<file path="src/rtl/decoder_scan_n.sv">
// decoder_scan_n: registered N-to-2**N one-hot decoder.
// - Direct mode decodes inp every cycle.
// - Auto-scan mode starts at inp, then steps through every slot. Each slot is
//   held for DWELL cycles, and wrap pulses when the index rolls over to 0.
// Build option: define DECODER_SCAN_ACTIVE_LOW_EN for an active-low out bus
// (selected bit 0, idle value all ones). idx, wrap and timing are the same in both builds.
module decoder_scan_n #(
  parameter int unsigned N     = 3,
  parameter int unsigned DWELL = 4
) (
  input  logic              clk,
  input  logic              rst,
  input  logic              enable,
  input  logic              mode,
  input  logic [N-1:0]      inp,
  output logic [(1<<N)-1:0] out,
  output logic [N-1:0]      idx,
  output logic              wrap
);

  localparam int unsigned W         = 1 << N;
  localparam logic [7:0]  DwellLast = 8'(DWELL - 1);

`ifdef DECODER_SCAN_ACTIVE_LOW_EN
  localparam logic [W-1:0] OutIdle = '1;
`else
  localparam logic [W-1:0] OutIdle = '0;
`endif

  typedef enum logic [1:0] {StIdle, StDirect, StScan} state_e;

  state_e         state_q;
  logic [W-1:0]   out_q;
  logic [N-1:0]   idx_q;
  logic           wrap_q;
  logic [7:0]     dwell_q;
  logic [N-1:0]   idx_inc;

  // One-hot decode. XOR with the idle pattern flips polarity for the active-low build.
  function automatic logic [W-1:0] decode(input logic [N-1:0] sel);
    logic [W-1:0] hot;
    hot      = '0;
    hot[sel] = 1'b1;
    return hot ^ OutIdle;
  endfunction

  // Natural N-bit rollover gives the modulo-2**N step.
  assign idx_inc = idx_q + N'(1);

  // State machine with registered outputs. The priority order is rst, then enable,
  // then mode, then the scan step.
  always_ff @(posedge clk) begin
    if (rst) begin
      state_q <= StIdle;
      out_q   <= OutIdle;
      idx_q   <= '0;
      wrap_q  <= 1'b0;
      dwell_q <= '0;
    end else if (!enable) begin
      // idx holds its last value while idle.
      state_q <= StIdle;
      out_q   <= OutIdle;
      wrap_q  <= 1'b0;
      dwell_q <= '0;
    end else if (!mode) begin
      state_q <= StDirect;
      out_q   <= decode(inp);
      idx_q   <= inp;
      wrap_q  <= 1'b0;
      dwell_q <= '0;
    end else if (state_q != StScan) begin
      // Entering scan: load the start slot. wrap stays low even if inp is 0.
      state_q <= StScan;
      out_q   <= decode(inp);
      idx_q   <= inp;
      wrap_q  <= 1'b0;
      dwell_q <= '0;
    end else if (dwell_q == DwellLast) begin
      // Slot is done: advance. wrap is set only on the step from the top slot.
      out_q   <= decode(idx_inc);
      idx_q   <= idx_inc;
      wrap_q  <= &idx_q;
      dwell_q <= '0;
    end else begin
      // Hold the current slot. inp is ignored while scanning.
      wrap_q  <= 1'b0;
      dwell_q <= dwell_q + 8'd1;
    end
  end

  assign out  = out_q;
  assign idx  = idx_q;
  assign wrap = wrap_q;

endmodule

</file>
<file path="config.mk">
export PLATFORM = sky130hd
export DESIGN_NAME = decoder_scan_n
export DESIGN_NICKNAME = d
export VERILOG_FILES = /design/src/rtl/decoder_scan_n.sv
export SDC_FILE = /design/constraint.sdc
export NUM_CORES = 1
export LEC_CHECK = 0
export CAP_MARGIN = 15
export CELL_PAD_IN_SITES_DETAIL_PLACEMENT = 0
export CELL_PAD_IN_SITES_GLOBAL_PLACEMENT = 2
export CORE_MARGIN = 2
export CORE_UTILIZATION = 31
export CTS_CLUSTER_DIAMETER = 150
export DETAILED_ROUTE_END_ITERATION = 8
export MAX_ROUTING_LAYER = met4
export PLACE_DENSITY = 0.76
export SLEW_MARGIN = 0
export SYNTH_ARGS = -nofsm -noshare
export SYNTH_HDL_FRONTEND = slang
export SYNTH_SLANG_ARGS = --single-unit
export TNS_END_PERCENT = 10
</file>
<file path="constraint.sdc">
create_clock -name clk -period 2.4 [get_ports clk]
set_input_delay 0.6 -clock clk [delete_from_list [all_inputs] [get_ports clk]]
set_output_delay 0.6 -clock clk [all_outputs]
set_load 0.005 [all_outputs]
</file>
==> reports/qor.csv, run 1 <==
metric,value,unit
max_freq,0.4508,GHz
clk_latency,0.31,ns
cts_resized,0,
start_util,33.35,%
grt_use_total,14.08,%
dieArea,3816,um^2
die_y,61.78,um
num_vias,863,
nets,141,
ir_drop,421.4,uV
num_rows,20,
cp-start-kind,register,
clkTransAtPathRegs,0.12,ns
hold_class,reg -> reg,
tightestPinTransition,0.4275,ns
grt_setup_unrepaired,no,
final_cells,174,
numCtsBuffers,3,
dp_hpwl,1655,um
synth_ff_type,dfxtp_1,
synth_area_leader_cell,dfxtp_1,
diodes,0,
synth_area,1035,um^2
async_flop_share,0,%
synth-seq-cells,22,
syn_inst,111,
required,2.63,ns
wirelength,2272,um
muxShareOfSynthArea,9.674,%
most-common-layout-cells,"22 x dfxtp_1, 18 x clkdlybuf4s50_1, 14 x nor2_1",
setup_tns,0,ns
slew_viol_final,0,
yosysSeqAreaShare,42.56,%
synth_edf_count,0,
relSlewSlack,71.46,%
cp.arrival,2.44,ns
antenna_found_initial,0,
fin_crit_sh,92.42,%
status,finished clean,
yosysWarnings,0,
core_area,3103,um^2
grt_pass1_wl,3843,um
synth_top_family_by_area,simple AND/OR/NAND/NOR gates,
synth_nets,121,
setup_viol,0,
cts_tree,yes,
ant_nets,0,
grt_max_degree,14,
root_buffer,clkbuf_4,
post_cts_buffers,0,
drive_gt1_share,7.692,%
p_per_area,567.2,nW/um^2
grt_pass1_vias,830,
hold_slack,0.5007,ns
drtPass1Iterations,4,
cp_slowest_cell,or4b_1,
crit_chain,ha_1 -> or4b_1 -> or4_1 -> buf_4 -> mux2i_1 -> a211oi_1,
synth_fa_ha_area_share,3.628,%
die_w,61.78,um
io_buffers,18,
synth-simple-area-share,22.49,%
synth_top_area_share,42.56,%
io-pin-count,19,
synth.area.top_cells,"dfxtp_1 43%, mux2i_1 9.7%, nor2_1 5.1%",
worstSetupEndpointType,register,
htreeDepth,1,
cts_sinks,22,
cellLeakagePower,0.5325,nW
synthXorXnorAreaFrac,5.079,%
hold_buffers,0,
viasPerCell,4.960,
drtIter0Drc,40,
grt_overflow,0,
finalCriticalPeriod,2.218,ns
cts_max_path_buffers,2,
synth_cell_type_count,31,
fillCellCount,343,
maxCapViolations,0,
crit_type,reg -> reg,
synth-compound-area-share,11.73,%
avgRoutedWirePerCell,13.06,um
cp_max_fo,10,
drc,0,
syn_area_per_cell,9.322,um^2
place_congestion,0.8064,
area.growth.synth_to_final,26.96,%
final_common_cell,dfxtp_1,
placedCellCount,170,
timing_hold_violations_final,0,
crit_path_max_incr_delay,0.48,ns
fin_skew,0.008030,ns
report_power, final:
part           switching [W]  internal, W
Combinational      0.0000414    0.0000426
Sequential        0.00000846     0.000373
Clock               0.000111     0.000169
Total               0.000160     0.000585
sequential cells by signal, summed over array words and instances (netlist names):
name	flops
dwell_q	8
idx	3
out	8
state_q	2
wrap	1
critical path, delay by kind of cell, from the launching register on:
family / cells / cell delay, ns
AO/OA/AOI/OAI: 1 / 0.25
adder cells (fa/ha/maj): 1 / 0.25
buffers and inverters: 1 / 0.21
flip-flops: 1 / 0.41
multiplexers: 1 / 0.13
AND/OR/NAND/NOR: 2 / 0.89
per-stage QoR:
step	utilization, %	setup slack, ns	power [W]	area (um^2)
3_5_place_dp	40.65	0.03425	0.0004740	1261
6_report	42.34	0.1818	0.0007451	1314
2_1_floorplan	-	0.4042	0.0004318	1035
3_3_place_gp	40.65	0.1009	0.0004727	1261
4_1_cts	42.34	0.1581	0.0007603	1314
5_1_grt	42.34	0.06260	0.0007807	1314
area by class of cell:
class	count	area [um^2]	area share [%]
inverters	5	18.77	1.429
repair buffers	21	202.7	15.43
flip-flops and latches	22	440.4	33.52
multi-input cells	78	544.3	41.43
clock inverters	1	30.03	2.286
well taps	44	55.05	4.190
clock buffers	3	22.52	1.714
cell families after synthesis:
logic type                 count (synthesis)
AOI/OAI and AO/OA                         17
xor gates and xnor gates                   6
adders and majority gates                  3
buffers and inverters                     11
DFF                                       22
muxes                                     10
and+or+nand+nor                           42
layer usage:
layer | share of wire [%] | wire length (um) | vias to the layer above | GRT usage [%]
li1 | - | - | 438 | -
met1 | 49 | 1122 | 410 | 18.12
met2 | 47 | 1057 | 13 | 22.41
met3 | 3.3 | 76 | 2 | 3.727
met4 | 0.66 | 15 | 0 | 2.736
met5 | 0 | 0 | - | -
final timing paths:
check | from | end | cells after the start | slack (ns)
setup / recovery | dwell_q[0] | out[5] | 6 | 0.18
hold / removal | dwell_q[0] | dwell_q[0] | 1 | 0.50
setup reg to reg | dwell_q[0] | out[5] | 6 | 0.18
hold reg to reg | dwell_q[0] | dwell_q[0] | 1 | 0.50
synthesized netlist by cell type, drive strengths merged (2+ instances only):
cell and n:
clkbuf 4, a21oi 2, buf 2, o32ai 4, nand3 6, nor3 2, a211oi 5, mux2i 10
xor2 5, inv 5, or4b 2, and3 4, nand2 3, ha 3, and3b 2, dfxtp 22
a31oi 3, nand2b 2, nor2 14, nor3b 3
Power figures use the tool's default switching activity.
==> run 2, diff against run 1 <==
- CAP_MARGIN: 15 -> 20
- CORE_ASPECT_RATIO: unset -> 0.8
==> run 2 against run 1 <==
Cell count fell by 1.1%. Worst hold slack improved by 0.010 ns. Via count rose by 0.58%. Maximum frequency fell by 1.5%. Cell area rose by 1.1%. Sequential share of layout area fell by 0.38 points. Register-to-register slack got worse by 0.03 ns. Critical path depth did not move. Clock power fell by 5%. Critical endpoint is now out[3]. Largest power group unchanged.
==> reports/qor.csv, run 2 (synthesis results as in run 1) <==
metric,value,unit,change
root_buffer,clkbuf_8,,
start_util,33.05,%,-0.29 points
cts_sinks,22,,unchanged
utilization,42.45,%,+0.11 points
p_per_area,550.2,nW/um^2,-3.0%
numCtsBuffers,3,,unchanged
dieArea,3819,um^2,about the same
wirelength,2361,um,+3.9%
cts_max_path_buffers,2,,unchanged
area.growth.synth_to_final,28.42,%,
fin_skew,0.004061,ns,-0.003969 ns
cp_max_fo,10,,unchanged
io_buffers,18,,unchanged
cp.arrival,2.43,ns,about the same
diodes,0,,unchanged
avgRoutedWirePerCell,13.73,um,+5.1%
setup_tns,0,ns,unchanged
relSlewSlack,69.23,%,-2.2 points
die_y,55.68,um,-9.9%
core_area,3131,um^2,+0.89%
tightestPinTransition,0.4609,ns,+0.03333 ns
worstSetupEndpointType,register,,
final_cells,172,,-1.1%
final_common_cell,dfxtp_1,,
ir_drop,302.5,uV,-28%
status,finished clean,,
crit_chain,ha_2 -> or4b_1 -> or4_1 -> buf_4 -> mux2i_1 -> a211oi_1,,
cp_slowest_cell,or4b_1,,
ant_nets,0,,unchanged
fin_crit_sh,93.80,%,+1.4 points
crit_type,reg -> reg,,
nets,143,,+1.4%
grt_pass1_vias,803,,-3.3%
slew_viol_final,0,,unchanged
hold_slack,0.5111,ns,+0.01038 ns
drive_gt1_share,9.848,%,+2.2 points
num_rows,18,,-10%
grt_max_degree,13,,-1
grt_overflow,0,,unchanged
finalCriticalPeriod,2.251,ns,+0.03309 ns
cp-start-kind,register,,
timing_hold_violations_final,0,,unchanged
cellLeakagePower,0.5405,nW,+1.5%
drc,0,,unchanged
clk_latency,0.26,ns,-0.05 ns
dp_slack,0.006748,ns,-0.02751 ns
required,2.57,ns,-0.06 ns
cts_resized,0,,unchanged
num_vias,868,,+0.58%
placedCellCount,168,,-1.2%
drtPass1Iterations,4,,unchanged
hold_class,reg -> reg,,
die_w,68.60,um,+11%
crit_path_max_incr_delay,0.50,ns,+0.02 ns
dp_hpwl,1677,um,+1.3%
io-pin-count,19,,unchanged
grt_setup_unrepaired,no,,
cts_tree,yes,,
grt_pass1_wl,3919,um,+2.0%
setup_viol,0,,unchanged
clkTransAtPathRegs,0.08,ns,-0.04 ns
post_cts_buffers,0,,unchanged
place_congestion,0.7679,,-4.8%
most-common-layout-cells,"22 x dfxtp_1, 18 x clkdlybuf4s50_1, 14 x nor2_1",,
hold_buffers,0,,unchanged
antenna_found_initial,0,,unchanged
worst_slack,0.1487,ns,-0.03308 ns
htreeDepth,1,,unchanged
grt_use_total,13.97,%,-0.11 points
maxCapViolations,0,,unchanged
viasPerCell,5.047,,+1.7%
max_freq,0.4442,GHz,-1.5%
drtIter0Drc,31,,-23%
run 2: worst max-delay path, delay by kind of cell, from the launching register on:
| family | cells | cell delay (ns) |
|---|---|---|
| adder cells (fa/ha/maj) | 1 | 0.24 |
| buffers and inverters | 1 | 0.21 |
| AND/OR/NAND/NOR | 2 | 0.92 |
| AO/OA/AOI/OAI | 1 | 0.26 |
| flip-flops | 1 | 0.39 |
| multiplexers | 1 | 0.14 |
run 2: metrics by stage:
stage               instance area (um^2)  total power (W)
finish                              1329        0.0007311
global route                        1329        0.0007750
CTS                                 1326        0.0007437
detailed placement                  1271        0.0004743
global placement                    1271        0.0004737
floorplan                           1035        0.0004318
run 2: power breakdown:
part / switching [W] / leakage [nW] / total, W / internal (W)
clock: 0.000118 / 0.0288 / 0.000264 / 0.000146
combinational: 0.0000415 / 0.333 / 0.0000853 / 0.0000438
sequential: 0.00000868 / 0.179 / 0.000382 / 0.000373
run 2: final cells by class:
cell class	instances	area (um^2)
clock buffer	4	55.05
fill	315	1802
inverter	5	18.77
multi-input combinational	78	546.8
sequential	22	440.4
tap	40	50.05
timing repair buffer	23	217.7
run 2: path summary, 6_finish.rpt:
path	from	end	slack (ns)	cells past startpoint
worst max-delay path	dwell_q[1]	out[3]	0.15	6
worst min-delay path	dwell_q[7]	dwell_q[7]	0.51	2
worst max register to register	dwell_q[1]	out[3]	0.15	6
worst min register to register	dwell_q[7]	dwell_q[7]	0.51	2
run 2: routing by layer:
metal / part of all wire, % / track usage (%) / vias to the layer above
met5: 0 / - / -
met1: 57 / 21.68 / 400
met2: 36 / 15.93 / 25
met3: 5.8 / 5.466 / 2
met4: 0.42 / 4.286 / 0
li1: - / - / 441
==> run 3, diff against run 2 <==
- CORE_UTILIZATION: 31 -> 28
- PLACE_DENSITY: 0.76 -> 0.73
- clock period: 2.4 -> 1.8 ns (I/O delays scaled with it)
==> run 3 against run 2 <==
The flow now finishes with violations (setup timing). Maximum frequency grew 14%. Flip-flop and latch count is the same. Power grew 37%. Critical path depth is the same. Setup slack lost 0.32 ns. First-iteration DRC count grew 140%.
==> reports/qor.csv, run 3 (synthesis results as in run 1) <==
metric,value,unit,change
power.share.sequential,50.4,%,-1.8 points
dp_hpwl,1842,um,+9.8%
io-pin-count,19,,unchanged
placed_area,1390,um^2,+9.4%
cp-start-kind,register,,
p_clk_share,35.4,%,-0.7 points
crit_type,reg -> reg,,
fin_crit_sh,109.7,%,+16 points
hold_class,reg -> reg,,
timing_hold_violations_final,0,,unchanged
drtPass1Iterations,4,,unchanged
reg2reg_depth,6,,unchanged
nets,159,,+11%
reg2reg_to,out[3],,
io_buffers,18,,unchanged
reg2reg_setup_slack,-0.18,ns,-0.32 ns
p_sw,0.0002334,W,+39%
slew_viol_final,0,,unchanged
status,finished with violations,,
max_freq,0.5062,GHz,+14%
reg2reg_from,dwell_q[1],,
cellLeakagePower,0.6276,nW,+16%
min-delay-start,idx[1],,
antenna_found_initial,0,,unchanged
wirelength,2577,um,+9.1%
fillCellCount,332,,+5.4%
numCtsBuffers,3,,unchanged
cts_max_path_buffers,2,,unchanged
htreeDepth,1,,unchanged
grt_overflow,0,,unchanged
area.growth.synth_to_final,46.07,%,
num_rows,19,,+1
hold_buffers,0,,unchanged
setup_viol,20,,+20
grt_use_total,14.20,%,+0.23 points
die_w,71.97,um,+4.9%
min_path_cells,2,,unchanged
cts_sinks,22,,unchanged
worstSetupEndpointType,register,,
num_vias,918,,+5.8%
cp.arrival,2.16,ns,-0.27 ns
total_power,0.0009993,W,+37%
viasPerCell,4.832,,-4.3%
fin_skew,0.002239,ns,-0.001822 ns
p_comb_share,14.2,%,+2.5 points
grt_pass1_wl,4360,um,+11%
dieArea,4201,um^2,+10%
clk_latency,0.26,ns,about the same
final_common_cell,dfxtp_1,,
start_util,29.61,%,-3.4 points
relSlewSlack,78.84,%,+9.6 points
place_congestion,0.7913,,+3.0%
drtIter0Drc,73,,+140%
diodes,0,,unchanged
cp_max_fo,5,,-5
most-common-layout-cells,"20 x dfxtp_1, 19 x buf_4, 18 x clkdlybuf4s50_1",,
whs_endpoint,idx[1],,
worst_slack,-0.1754,ns,-0.3242 ns
final_area,1511,um^2,+14%
drc,0,,unchanged
internal_power,0.0007659,W,+36%
ant_nets,0,,unchanged
die_y,58.38,um,+4.8%
finalCriticalPeriod,1.975,ns,-0.2758 ns
ir_drop,405.8,uV,+34%
required,1.99,ns,-0.58 ns
drive_gt1_share,25.68,%,+16 points
grt_pass1_vias,909,,+13%
grt_setup_unrepaired,yes,,
clkTransAtPathRegs,0.08,ns,about the same
p_per_area,661.1,nW/um^2,+20%
core_area,3495,um^2,+12%
grt_max_degree,13,,unchanged
root_buffer,clkbuf_8,,
violations,setup timing,,
p_sw_share,23.35,%,+0.34 points
tightestPinTransition,0.3174,ns,-0.1434 ns
post_cts_buffers,0,,unchanged
cts_tree,yes,,
avgRoutedWirePerCell,13.56,um,-1.2%
maxCapViolations,0,,unchanged
-- run 3: cell types whose count changed in the layout (fill, tap and decap cells not counted), moves of 2 or more --
cell,delta
a211oi_2,+3
dfxtp_1,-2
a211oi_1,-3
buf_4,+14
dfxtp_2,+2
buf_6,+2
-- run 3: worst max-delay path, stage by stage (launching register included) --
cell and delay [ns]:
dfxtp_2 0.35, ha_4 0.13, or4b_4 0.46, or4_4 0.44, buf_6 0.16, mux2i_2 0.15, a211oi_2 0.19
-- run 3: worst max-delay path by stage --
stage             end  slack [ns]        from
2_1_floorplan  out[3]       -0.17  dwell_q[1]
3_3_place_gp   idx[1]       -0.40      enable
3_5_place_dp   idx[2]       -0.42      enable
4_1_cts        out[7]       -0.21  dwell_q[1]
5_1_grt        out[5]       -0.24  dwell_q[1]
6_report       out[3]       -0.18  dwell_q[1]
-- run 3: per-layer routing --
layer,track usage (%),up-vias,part of all wire [%]
met2,18.12,23,40
met1,20.92,421,54
li1,-,470,-
met5,-,-,0
met3,4.110,4,5.0
met4,5.121,0,1.2
-- run 3: timing repair --
action                                  in CTS  in global routing
pin swaps                                    5                  1
endpoints found under the setup margin      20                 21
gates cloned                                 1                  0
gates resized for setup                      6                  8
-- run 3: stage by stage --
step / instances / worst slack, ns / util, % / TNS (ns) / hold slack (ns)
6_report: 190 / -0.1754 / 43.25 / -1.640 / 0.5241
5_1_grt: 190 / -0.2420 / 43.25 / -3.093 / 0.5615
4_1_cts: 190 / -0.2073 / 42.32 / -2.573 / 0.5298
3_5_place_dp: 185 / -0.4203 / 39.78 / -4.296 / 0.5175
3_3_place_gp: 185 / -0.3957 / 39.78 / -4.268 / 0.5042
2_1_floorplan: 111 / -0.1699 / - / -1.599 / 0.4149
-- run 3: power groups by stage --
stage / Clock (W) / Sequential, W / Combinational [W]
after floorplan: 0 / 0.000515 / 0.0000605
after global placement: 0 / 0.000514 / 0.000133
after detailed placement: 0 / 0.000515 / 0.000134
after CTS: 0.000367 / 0.000503 / 0.000136
after global routing: 0.000390 / 0.000505 / 0.000154
final: 0.000353 / 0.000504 / 0.000142
-- run 3: area by class of cell --
class	instances	area, um^2	share of cell area, %
clock buffers	4	55.05	3.642
inverters	5	18.77	1.242
well taps	42	52.55	3.477
repair buffers	39	345.3	22.85
flip-flops and latches	22	442.9	29.30
multi-input cells	78	596.8	39.49
==> RTL edit 1, RTL diff (flow settings as in run 2) <==
The option `DECODER_SCAN_ACTIVE_LOW_EN` is turned on by a define.
--- a/src/rtl/decoder_scan_n.sv
+++ b/src/rtl/decoder_scan_n.sv
@@ -4,6 +4,8 @@
 //   held for DWELL cycles, and wrap pulses when the index rolls over to 0.
 // Build option: define DECODER_SCAN_ACTIVE_LOW_EN for an active-low out bus
 // (selected bit 0, idle value all ones). idx, wrap and timing are the same in both builds.
+`define DECODER_SCAN_ACTIVE_LOW_EN
+
 module decoder_scan_n #(
   parameter int unsigned N     = 3,
   parameter int unsigned DWELL = 4
Check against the original RTL: not equivalent (Yosys sat finds a counterexample within 4 cycles, from zero or initial values and one cycle with rst high).
==> RTL edit 1 against run 2 <==
- power down 3.7%
- setup slack better by 0.13 ns
- critical path depth down 1
- final area up 0.57%
- wire length down 1.9%
- area after synthesis up 3.7%
- sequential cell count unchanged
- clock power down 13%
- critical endpoint is now out[0]
- highest routed layer unchanged
==> RTL edit 1: results (changes against run 2) <==
* Later-pin clock latency in the skew report at 0.26 ns (about the same)
* Synth top cells by count: 22 x dfxtp_1, 14 x nor2_1, 8 x a211o_1, 8 x a311oi_1
* Crit. End Element: flip-flop
* Area contributors post-synth: dfxtp_1 41%, a211o_1 6.5%, a311oi_1 6.5%
* Worst path max stage delay at 0.51 ns
* Yosys cell types at 30 (-3.2%)
* Measured slew at the worst slew-check pin at 0.472 ns (+0.0111 ns)
* Port bufs at 18 (unchanged)
* Synth Flop Type: dfxtp_1
* Nets at 144 (+0.70%)
* Pre-antenna DRT Iters at 4 (unchanged)
* CTS Buffer Depth at 2 (unchanged)
* P_leak at 0.481 nW (-11%)
* H-tree levels at 1 (unchanged)
* Post-synthesis xor/xnor area fraction at 0.0490 (-0.00183)
* Clk Tree Root Cell: clkbuf_8
* Largest net degree at the start of global routing at 17 (+4)
* Status: completed
* Max FO, Critical Path at 16 (+6)
* Initial antenna violation count at 0 (unchanged)
* Layout cells sized above 1 at 0.0909 (-0.00758)
* Syn Nets at 126 (+4.1%)
* Clock-pin transition on the worst setup and hold timing paths at 0.07 ns
* Maximum vdd drop at 0.393 mV (+30%)
* Mux contribution to synthesized area at 0 (-0.0967)
* Seq/Total Area, Yosys at 0.410 (-0.0154)
* Compound-gate portion of the synthesized area at 0.220 (+0.103)
* DRT iter0 DRCs at 32 (+3.2%)
* # resized after CTS at 0 (unchanged)
* R2r worst-path depth at 5 (-1)
* FF-to-FF Start: dwell_q[0]
* Place WS at 0.226 ns (+0.219 ns)
* Clk_skew at 0.00575 ns (+0.00169 ns)
* Num CTS Buffers at 3 (unchanged)
* Async SR Flop Fraction at 0 (unchanged)
* Crit path to: out[0]
* Hold Crit Class: reg -> reg
* DP Wirelength at 1640 um (-2.3%)
* First-pass GRT wire length at 4230 um (+7.9%)
* Synth Area in Adders at 0.0350 (-0.00131)
* Post-CTS Setup Bufs at 0 (unchanged)
* Synth warn at 0 (unchanged)
* Antenna cells at 0 (unchanged)
* Crit Path Class: reg -> reg
* Worst endpoint data arrival time at 2.33 ns (-0.10 ns)
* Max Clk Rate at 471 MHz (+5.9%)
* Placer Congestion at 0.719 (-6.3%)
* Reg2Reg Setup Slack at 0.28 ns (+0.13 ns)
* Crit-path slowest cell: or4b_4
* Total track usage at 0.138 (-0.00216)
* Routed wire per std cell at 13.3 um (-3.0%)
* Post-DR vias/cell at 5.00 (-0.92%)
==> RTL edit 1: cell types whose count changed in the layout (fill, tap and decap cells not counted), sizes merged, moves of 3 or more <==
cell           run 2  this run
a211oi             5         1
mux2i             10         0
o32ai              4         0
a311oi             1        10
a211o              0         8
nand2              3         6
==> RTL edit 1: through the flow <==
step	cells	cell area (sq um)
floorplan	116	1070
global placement	171	1290
finish	174	1340
global route	174	1340
detailed placement	171	1290
CTS	174	1340
==> RTL edit 1: cells by family (layout without fill, tap and decap cells) <==
group,Yosys count,count (layout)
AOI/OAI and AO/OA,25,25
DFF,22,22
and+or+nand+nor,47,47
adders and majority gates,3,3
buffers and inverters,13,29
xor gates and xnor gates,6,6
==> RTL edit 1: worst min-delay path by stage <==
stage               startpoint         end  slack [ns]  cells past startpoint
floorplan           dwell_q[0]  dwell_q[0]        0.44                      1
global placement        out[4]      out[4]        0.44                      1
detailed placement      out[1]      out[1]        0.45                      1
CTS                     out[5]      out[5]        0.47                      1
global route            out[5]      out[5]        0.49                      1
finish                  out[4]      out[4]        0.47                      1
==> RTL edit 1: area by class of cell <==
type	count	area, sq um
fillers	364	2040
flip-flops and latches	22	440
multi-input cells	81	577
repair buffers	22	210
inverters	4	15.0
well taps	42	52.6
clock buffers	3	41.3
==> RTL edit 1: report_power, final <==
| part | internal [mW] | total, mW | switching, mW |
|---|---|---|---|
| logic | 0.0464 | 0.0912 | 0.0448 |
| clock network | 0.112 | 0.231 | 0.119 |
| registers | 0.374 | 0.382 | 0.00852 |
==> RTL edit 1: layer usage <==
metal | GRT usage | wire (um) | vias up
met3 | 0.0449 | 87 | 2
met2 | 0.182 | 854 | 15
li1 | - | - | 459
met4 | 0.0247 | 14 | 0
met1 | 0.204 | 1360 | 394
met5 | - | 0 | -
==> RTL edit 1: worst max-delay path: cells and delay by family (launching register included) <==
family / cells / cell delay [ns]
AOI/OAI and AO/OA: 3 / 0.90
adders and majority gates: 1 / 0.26
DFF: 1 / 0.40
and+or+nand+nor: 1 / 0.51
==> RTL edit 2, RTL diff (settings of run 2) <==
Without the edit above. Add an input register stage for `enable`, `mode` and `inp`, cleared by the reset; this delays them by one clock. Comments in the files are not updated.
--- a/src/rtl/decoder_scan_n.sv
+++ b/src/rtl/decoder_scan_n.sv
@@ -29,6 +29,22 @@
 
   typedef enum logic [1:0] {StIdle, StDirect, StScan} state_e;
 
+  logic enable_q;
+  logic mode_q;
+  logic [N-1:0] inp_q;
+
+  always_ff @(posedge clk) begin
+    if (rst) begin
+      enable_q <= '0;
+      mode_q   <= '0;
+      inp_q    <= '0;
+    end else begin
+      enable_q <= enable;
+      mode_q   <= mode;
+      inp_q    <= inp;
+    end
+  end
+
   state_e         state_q;
   logic [W-1:0]   out_q;
   logic [N-1:0]   idx_q;
@@ -56,23 +72,23 @@
       idx_q   <= '0;
       wrap_q  <= 1'b0;
       dwell_q <= '0;
-    end else if (!enable) begin
+    end else if (!enable_q) begin
       // idx holds its last value while idle.
       state_q <= StIdle;
       out_q   <= OutIdle;
       wrap_q  <= 1'b0;
       dwell_q <= '0;
-    end else if (!mode) begin
+    end else if (!mode_q) begin
       state_q <= StDirect;
-      out_q   <= decode(inp);
-      idx_q   <= inp;
+      out_q   <= decode(inp_q);
+      idx_q   <= inp_q;
       wrap_q  <= 1'b0;
       dwell_q <= '0;
     end else if (state_q != StScan) begin
       // Entering scan: load the start slot. wrap stays low even if inp is 0.
       state_q <= StScan;
-      out_q   <= decode(inp);
-      idx_q   <= inp;
+      out_q   <= decode(inp_q);
+      idx_q   <= inp_q;
       wrap_q  <= 1'b0;
       dwell_q <= '0;
     end else if (dwell_q == DwellLast) begin
Check against the original RTL: not equivalent (a bounded check fails within 4 cycles, from zero or initial values and one cycle with rst high).
==> RTL edit 2 against run 2 <==
- final area increased by 5.4%
- area after synthesis increased by 12%
- sequential share of layout area increased by 5.5 points
- wire length increased by 2.9%
- setup slack improved by 0.20 ns
- critical path depth decreased by 1
- sequential cell count increased by 5
- power increased by 7.3%
- largest power group unchanged
- highest routed layer unchanged
==> RTL edit 2: results (changes against run 2) <==
* Post-route cell area at 1400 sq um (+5.4%)
* Nets at 153 (+7.0%)
* Layout cells sized above 1 at 0.0845 (-0.0140)
* Non-clk bufs at 19 (-17%)
* Multi-input gate count at 87 (+12%)
* Area contributors post-synth: dfxtp_1 47%, nor2_1 6.1%, a311oi_1 3.8%
* Post-synthesis register bit count at 27 (+23%)
* Crit-path slowest cell: or4b_4
* Crit path time final at 2.05 ns (-0.203 ns)
* Hold Crit Start: dwell_q[0]
* Async SR Flop Fraction at 0 (unchanged)
* Mux contribution to synthesized area at 0 (-0.0967)
* DRT iter0 DRCs at 27 (-13%)
* Syn Nets at 135 (+12%)
* Critical path startpoint: dwell_q[0]
* Status: completed
* DR WL met2 at 1040 um (+21%)
* Clock buffer count at 3 (-1)
* Total Wirelength at 2430 um (+2.9%)
* Crit path to: idx[0]
* DP Wirelength at 1810 um (+8.0%)
* Hold slack final at 0.486 ns (-0.0254 ns)
* CTS Buffer Depth at 2 (unchanged)
* Worst path max stage delay at 0.51 ns
* Met3 usage in global routing at 0.0411 (-0.0136)
* Switching part of the total power at 0.229 (-0.000651)
* Clk_skew at 0.00323 ns (-0.000836 ns)
* Post-synthesis xor/xnor area fraction at 0.0453 (-0.00553)
* Worst Hold End: dwell_q[0]
* P_leak at 0.505 nW (-6.6%)
* Measured slew at the worst slew-check pin at 0.389 ns (-0.0720 ns)
* Metal-1 WL at 1270 um (-6.5%)
* Seq/Total Area, Yosys at 0.466 (+0.0399)
* Post-DR vias/cell at 5.07 (+0.37%)
* Synth Area in Adders at 0.0323 (-0.00395)
* Yosys cell types at 35 (+13%)
* Compound-gate portion of the synthesized area at 0.140 (+0.0228)
* Avg Inst Size Synth at 9.29 sq um (-0.35%)
* Worst endpoint data arrival time at 2.24 ns (-0.19 ns)
* Reg2Reg Setup Slack at 0.35 ns (+0.20 ns)
* Number of global-route vias before repair at 907 (+13%)
* Clock network area share at 0.0331 (-0.00837)
* CP top delay family: compound AO/OA/AOI/OAI gates
* Met2 usage at 0.194 (+0.0346)
* Placer Congestion at 0.784 (+2.1%)
* Routing usage on met1 at 0.178 (-0.0389)
* Met3 routed WL at 98 um (-28%)
* Total track usage at 0.134 (-0.00583)
* Signal buffers share of area at 0.134 (-0.0298)
* Maximum vdd drop at 0.398 mV (+31%)
* Multi-input combinational area share at 0.396 (-0.0156)
* Placed cells at 180 (+7.1%)
* Synthesized area at 1160 sq um (+12%)
* Largest net degree at the start of global routing at 16 (+3)
* R2r worst-path depth at 5 (-1)
==> RTL edit 2: changes by cell type after synthesis, moves of 5 or more <==
| cell | run 2 | this run |
|---|---|---|
| a21oi_1 | 2 | 8 |
| dfxtp_1 | 22 | 27 |
| mux2i_1 | 10 | 0 |
| nor2_1 | 14 | 19 |
| nor2b_1 | 0 | 5 |
==> RTL edit 2: power by group through the flow <==
stage | registers (mW) | logic [mW] | clock network (mW)
2_1_floorplan | 0.475 | 0.0375 | 0
3_3_place_gp | 0.478 | 0.0600 | 0
3_5_place_dp | 0.479 | 0.0605 | 0
4_1_cts | 0.468 | 0.0606 | 0.272
5_1_grt | 0.470 | 0.0671 | 0.290
6_report | 0.468 | 0.0600 | 0.256
